--- config.mk ---
export PLATFORM = sky130hd
export DESIGN_NAME = snn_inference_sequencer
export DESIGN_NICKNAME = d
export VERILOG_FILES = /design/src/rtl/snn_pkg.sv /design/src/rtl/spike_argmax.sv /design/src/rtl/snn_inference_sequencer.sv
export SDC_FILE = /design/constraint.sdc
export NUM_CORES = 1
export LEC_CHECK = 0
export ABC_AREA = 1
export CAP_MARGIN = 15
export CORE_UTILIZATION = 45
export CTS_BUF_LIST = sky130_fd_sc_hd__clkbuf_4 sky130_fd_sc_hd__clkbuf_8
export DETAILED_ROUTE_END_ITERATION = 10
export GPL_ROUTABILITY_DRIVEN = 1
export GPL_TIMING_DRIVEN = 0
export HOLD_SLACK_MARGIN = 0.02
export SYNTH_ARGS = -nofsm -noshare
export SYNTH_HDL_FRONTEND = slang
export SYNTH_SLANG_ARGS = --single-unit
--- constraint.sdc ---
create_clock -name clk -period 31 [get_ports clk]
set_input_delay 6.2 -clock clk [delete_from_list [all_inputs] [get_ports clk]]
set_output_delay 6.2 -clock clk [all_outputs]
set_load 0.005 [all_outputs]
--- src/rtl/snn_pkg.sv ---
// snn_pkg: shared sequencer state encoding and network-size defaults.
package snn_pkg;

    localparam int N_CLASSES_DEF = 10;
    localparam int T_STEPS_DEF   = 16;
    localparam int PIPE_LAT_DEF  = 3;

    typedef enum logic [2:0] {
        IDLE,
        CLEAR,
        RUN,
        DRAIN,
        DONE
    } state_t;

endpackage

--- src/rtl/spike_argmax.sv ---
// spike_argmax: combinational argmax over spike counts; ties go to the lowest index.
module spike_argmax #(
    parameter int N_CLASSES = 10,
    parameter int CNT_W     = 5
) (
    input  logic [N_CLASSES-1:0][CNT_W-1:0] i_cnt,
    output logic [$clog2(N_CLASSES)-1:0]    o_class,
    output logic [CNT_W-1:0]                o_count
);

    localparam int IDX_W = $clog2(N_CLASSES);

    always_comb begin
        o_class = '0;
        o_count = i_cnt[0];
        for (int i = 1; i < N_CLASSES; i++) begin
            if (i_cnt[i] > o_count) begin
                o_class = IDX_W'(i);
                o_count = i_cnt[i];
            end
        end
    end

endmodule

--- src/rtl/snn_inference_sequencer.sv ---
// snn_inference_sequencer: runs one SNN inference (clear, run, drain) and reports the winning class.
// Optional early exit on a class reaching EXIT_THRESH is enabled by defining SNN_EARLY_EXIT_EN.
module snn_inference_sequencer
    import snn_pkg::*;
#(
    parameter int N_CLASSES = N_CLASSES_DEF,
    parameter int T_STEPS   = T_STEPS_DEF,
    parameter int PIPE_LAT  = PIPE_LAT_DEF,
    parameter int CNT_W     = $clog2(T_STEPS + 1)
`ifdef SNN_EARLY_EXIT_EN
    ,
    parameter int EXIT_THRESH = 8
`endif
) (
    input  logic                         clk,
    input  logic                         rst_n,
    input  logic                         start_valid,
    output logic                         start_ready,
    output logic                         net_rst_n,
    output logic                         net_ce,
    output logic                         x_en,
    input  logic [N_CLASSES-1:0]         spike_in,
    output logic                         result_valid,
    input  logic                         result_ready,
    output logic [$clog2(N_CLASSES)-1:0] result_class,
    output logic [CNT_W-1:0]             result_count
);

    localparam logic [7:0] STEP_LAST  = 8'(T_STEPS - 1);
    localparam logic [7:0] DRAIN_LAST = 8'(PIPE_LAT - 1);
    localparam logic [7:0] WIN_FIRST  = 8'(PIPE_LAT);

    state_t                          r_state;
    state_t                          w_state_nxt;
    logic [7:0]                      r_step;
    logic [7:0]                      r_drain;
    logic [N_CLASSES-1:0][CNT_W-1:0] r_cnt;
    logic [N_CLASSES-1:0][CNT_W-1:0] w_cnt_nxt;
    logic [$clog2(N_CLASSES)-1:0]    r_class;
    logic [CNT_W-1:0]                r_count;
    logic [$clog2(N_CLASSES)-1:0]    w_am_class;
    logic [CNT_W-1:0]                w_am_count;
    logic                            w_win;
    logic                            w_exit;

    // Output spikes lag inputs by PIPE_LAT, so the window is the run shifted by that latency.
    assign w_win = (r_state == RUN && r_step >= WIN_FIRST) ||
                   (r_state == DRAIN && ({1'b0, r_drain} + 9'(T_STEPS)) >= 9'(PIPE_LAT));

    for (genvar g = 0; g < N_CLASSES; g++) begin : g_cnt
        assign w_cnt_nxt[g] = (w_win && spike_in[g] && r_cnt[g] != '1) ? r_cnt[g] + 1'b1 : r_cnt[g];
    end

`ifdef SNN_EARLY_EXIT_EN
    localparam logic [CNT_W-1:0] THR = CNT_W'(EXIT_THRESH);
    logic [N_CLASSES-1:0] w_ge;
    for (genvar g = 0; g < N_CLASSES; g++) begin : g_thr
        assign w_ge[g] = w_cnt_nxt[g] >= THR;
    end
    assign w_exit = w_win && |w_ge;
`else
    assign w_exit = 1'b0;
`endif

    // Argmax sees next-cycle counts so the last window cycle is included in the result.
    spike_argmax #(
        .N_CLASSES(N_CLASSES),
        .CNT_W    (CNT_W)
    ) u_argmax (
        .i_cnt  (w_cnt_nxt),
        .o_class(w_am_class),
        .o_count(w_am_count)
    );

    always_comb begin
        w_state_nxt = r_state;
        case (r_state)
            IDLE:    w_state_nxt = start_valid ? CLEAR : IDLE;
            CLEAR:   w_state_nxt = RUN;
            RUN:     w_state_nxt = (r_step == STEP_LAST) ? DRAIN : RUN;
            DRAIN:   w_state_nxt = (r_drain == DRAIN_LAST) ? DONE : DRAIN;
            DONE:    w_state_nxt = result_ready ? IDLE : DONE;
            default: w_state_nxt = IDLE;
        endcase
        if (w_exit) w_state_nxt = DONE;
    end

    always_ff @(posedge clk) begin
        if (!rst_n) begin
            r_state <= IDLE;
            r_step  <= '0;
            r_drain <= '0;
            r_cnt   <= '0;
            r_class <= '0;
            r_count <= '0;
        end else begin
            r_state <= w_state_nxt;
            r_step  <= (r_state == RUN && w_state_nxt == RUN) ? r_step + 8'd1 : '0;
            r_drain <= (r_state == DRAIN && w_state_nxt == DRAIN) ? r_drain + 8'd1 : '0;
            r_cnt   <= (r_state == IDLE && start_valid) ? '0 : w_cnt_nxt;
            if (w_state_nxt == DONE && r_state != DONE) begin
                r_class <= w_am_class;
                r_count <= w_am_count;
            end
        end
    end

    assign start_ready  = r_state == IDLE;
    assign net_rst_n    = rst_n && r_state != CLEAR;
    assign net_ce       = r_state == RUN || r_state == DRAIN;
    assign x_en         = r_state == RUN;
    assign result_valid = r_state == DONE;
    assign result_class = r_class;
    assign result_count = r_count;

endmodule

==> run_results.csv <==
group,metric,value,unit
clock_network,cts.clk_slew.worst_paths,0.08,ns
worst_setup_path,critPathKind,"in -> reg",
detailed_routing,drt-pass1-iter-count,4,
clock_network,holdBufCountCts,0,
place,io_buffers,27,
hold_path,hold_depth,1,
detailed_routing,routed_wirelength,12080,um
status,outcome,"finished clean",
place,dp_cells,1013,
worst_setup_path,endpoint_kind,"register",
sta,setup-tns-final,0,ns
place,dpl_cell_area,6093,um2
detailed_routing,drt-initial-drc-count,292,
place,dp_hpwl,9797,um
cells_and_area,layout-drive-gt1-share,6.744,%
clock_network,clkSinkCount,78,
logic_synthesis,yosysSeqAreaShare,27.82,%
sta,tightest_slew,0.7111,ns
sta,max_freq,0.04833,GHz
detailed_routing,wire_per_inst,11.75,um
detailed_routing,avgViaCountPerCell,4.823,
grt,grt_pass1_wl,21020,um
worst_setup_path,required,31.24,ns
logic_synthesis,yosysWarnings,0,
grt,grt_antenna_before_repair,0,
clock_network,htree_num_levels,3,
sta,finalHoldWorstSlack,0.4544,ns
floorplan,row_count,40,
logic_synthesis,netlist_instances,818,
sta,maxSlewHeadroom,52.60,%
logic_synthesis,ys_top_cells_by_count,"152 x nand2_1, 139 x inv_1, 112 x nor2_1",
logic_synthesis,post-synth-top-count-cell,"nand2_1",
floorplan,fp.coreArea,12060,um2
worst_setup_path,rr_worst_depth,86,
floorplan,die_w,113.7,um
logic_synthesis,synth_seq_cells,78,
grt,grt_max_degree,14,
logic_synthesis,synth_top_flop_cell,"dfxtp_1",
logic_synthesis,synth_largest_type_area_fraction,27.82,%
logic_synthesis,synthArstFlopShare,0,%
clock_network,cts_max_path_buffers,2,
worst_setup_path,crit-reg2reg-launch,"r_cnt[5]",
detailed_routing,postRouteAntennaNets,0,
clock_network,cts_root_buf,"clkbuf_8",
worst_setup_path,r2r_setup_slack,15.77,ns
detailed_routing,via_count,4958,
worst_setup_path,cp_slowest_stage_delay,0.49,ns
grt,grt_use_total,20.47,%
logic_synthesis,syn-num-nets,899,
hold_path,holdPathEnd,"r_step[0]",
place,gp_congestion,0.8410,
worst_setup_path,arrival,20.93,ns
grt,grt_overflow_total,0,
floorplan,dieArea,12920,um2
detailed_routing,drc,0,
logic_synthesis,syn_avg_cell_area,6.862,um2
job,maxCapViolCount,0,
logic_synthesis,synth_top_cells_by_area,"dfxtp_1 28%, ha_1 15%, nand2_1 10%, inv_1 9.3%, nor2_1 7.5%",
clock_network,cts_resized,0,
hold_path,hold_class,"reg -> reg",
logic_synthesis,ys_types,38,
cells_and_area,area_growth,12.75,%
worst_setup_path,crit_slowest_cell,"a2111oi_2",
cells_and_area,finalNonFillerCells,1028,
worst_setup_path,crit_top_cell,"inv_1",
clock_network,clock_latency,0.38,ns
logic_synthesis,synth_edf_count,0,
worst_setup_path,start_kind,"input port",
logic_synthesis,synth.largest_area_cell,"dfxtp_1",
hold_path,hold_path_startpoint,"r_step[0]",
clock_network,postCtsSetupBuffers,0,
sta,hold_violations,0,
clock_network,cts_buffers,9,
sta,rsz0062_at_grt,"no",
logic_synthesis,synth_area,5613,um2
sta,drv_slew,0,
grt,grt_pass1_vias,4813,
clock_network,cts_tree,"built",
cells_and_area,antennaDiodeCount,0,
worst_setup_path,worst-path-max-fanout,9,
floorplan,chipHeight,113.7,um
floorplan,start_util,46.54,%
sta,skew,0.01257,ns
floorplan,io_pins,28,
cells_and_area,nets,937,
worst_setup_path,rr_endpoint,"result_count[3]",
cells_and_area,fin_area,6329,um2
sta,layout_min_cycle_time,20.69,ns
sta,period_share,66.74,%
sta,setup_violations,0,
cell type report:
type | count | area (um2)
multi-input combinational | 590 | 3481
clock inverter | 6 | 111.4
buffer | 7 | 33.78
fill | 1198 | 5733
tap | 168 | 210.2
inverter | 143 | 536.8
sequential | 78 | 1562
clock buffer | 9 | 123.9
timing repair buffer | 27 | 270.3
metrics by stage:
step           worst slack, ns  utilization [%]
3_5_place_dp             9.995            50.52
2_1_floorplan            12.72                -
5_1_grt                  8.535            52.47
4_1_cts                  10.34            52.47
3_3_place_gp             10.34            50.52
6_report                 10.31            52.47
state kept, by name (all words and copies together) (netlist names):
signal and count:
r_drain 8, result_count 5, r_state 3, r_cnt 50
r_step 8, result_class 4
critical path, delay by kind of cell:
| kind | cells | cell delay, ns |
|---|---|---|
| adder cells (fa/ha/maj) | 9 | 2.20 |
| buffers and inverters | 16 | 2.35 |
| AND/OR/NAND/NOR | 40 | 6.04 |
| AO/OA/AOI/OAI | 19 | 4.13 |
layout by cell type (no fill, tap or decap), types with 2 or more instances in the layout:
cell type	instances
nand3_1	73
nor3_2	2
nand3b_1	9
o21ai_0	28
xnor2_1	7
dfxtp_1	78
and2_1	17
a21oi_2	4
nor3_1	16
bufinv_16	3
inv_2	3
nor2_1	112
a21oi_1	23
inv_1	139
nor3b_1	3
or2_2	10
clkbuf_1	6
xor2_1	30
clkdlybuf4s50_1	27
nor2_4	2
nand2_2	8
a31oi_1	2
clkbuf_8	9
nand2_4	5
nor4_1	5
nand2_1	152
ha_1	67
nand3_2	4
logic make-up after synthesis:
kind of cell / synth area share (%)
simple gates: 34.35
buf+inv: 10.16
flops: 27.82
fa+ha+maj: 14.94
compound gates: 6.777
xor+xnor: 5.774
mux: 0.1783
layer usage:
metal	up-vias	part of all wire [%]	track usage, %
li1	2661	-	-
met5	-	0	0
met3	18	3.2	5.420
met1	2223	49	24.95
met4	0	1.7	5.965
met2	56	46	35.28
worst max-delay path by stage:
stage                startpoint              end  slack (ns)  cells past startpoint
floorplan           spike_in[1]  result_count[1]       12.72                     82
global placement    spike_in[1]  result_count[3]       10.34                     84
detailed placement  spike_in[1]  result_count[1]        9.99                     84
CTS                 spike_in[1]  result_count[3]       10.34                     84
global route        spike_in[1]  result_count[1]        8.54                     84
finish              spike_in[1]  result_count[3]       10.31                     84
Power is left out: the tool's default activity adds up to more than one toggle a clock period on the data nets, which glitch-free logic cannot reach.
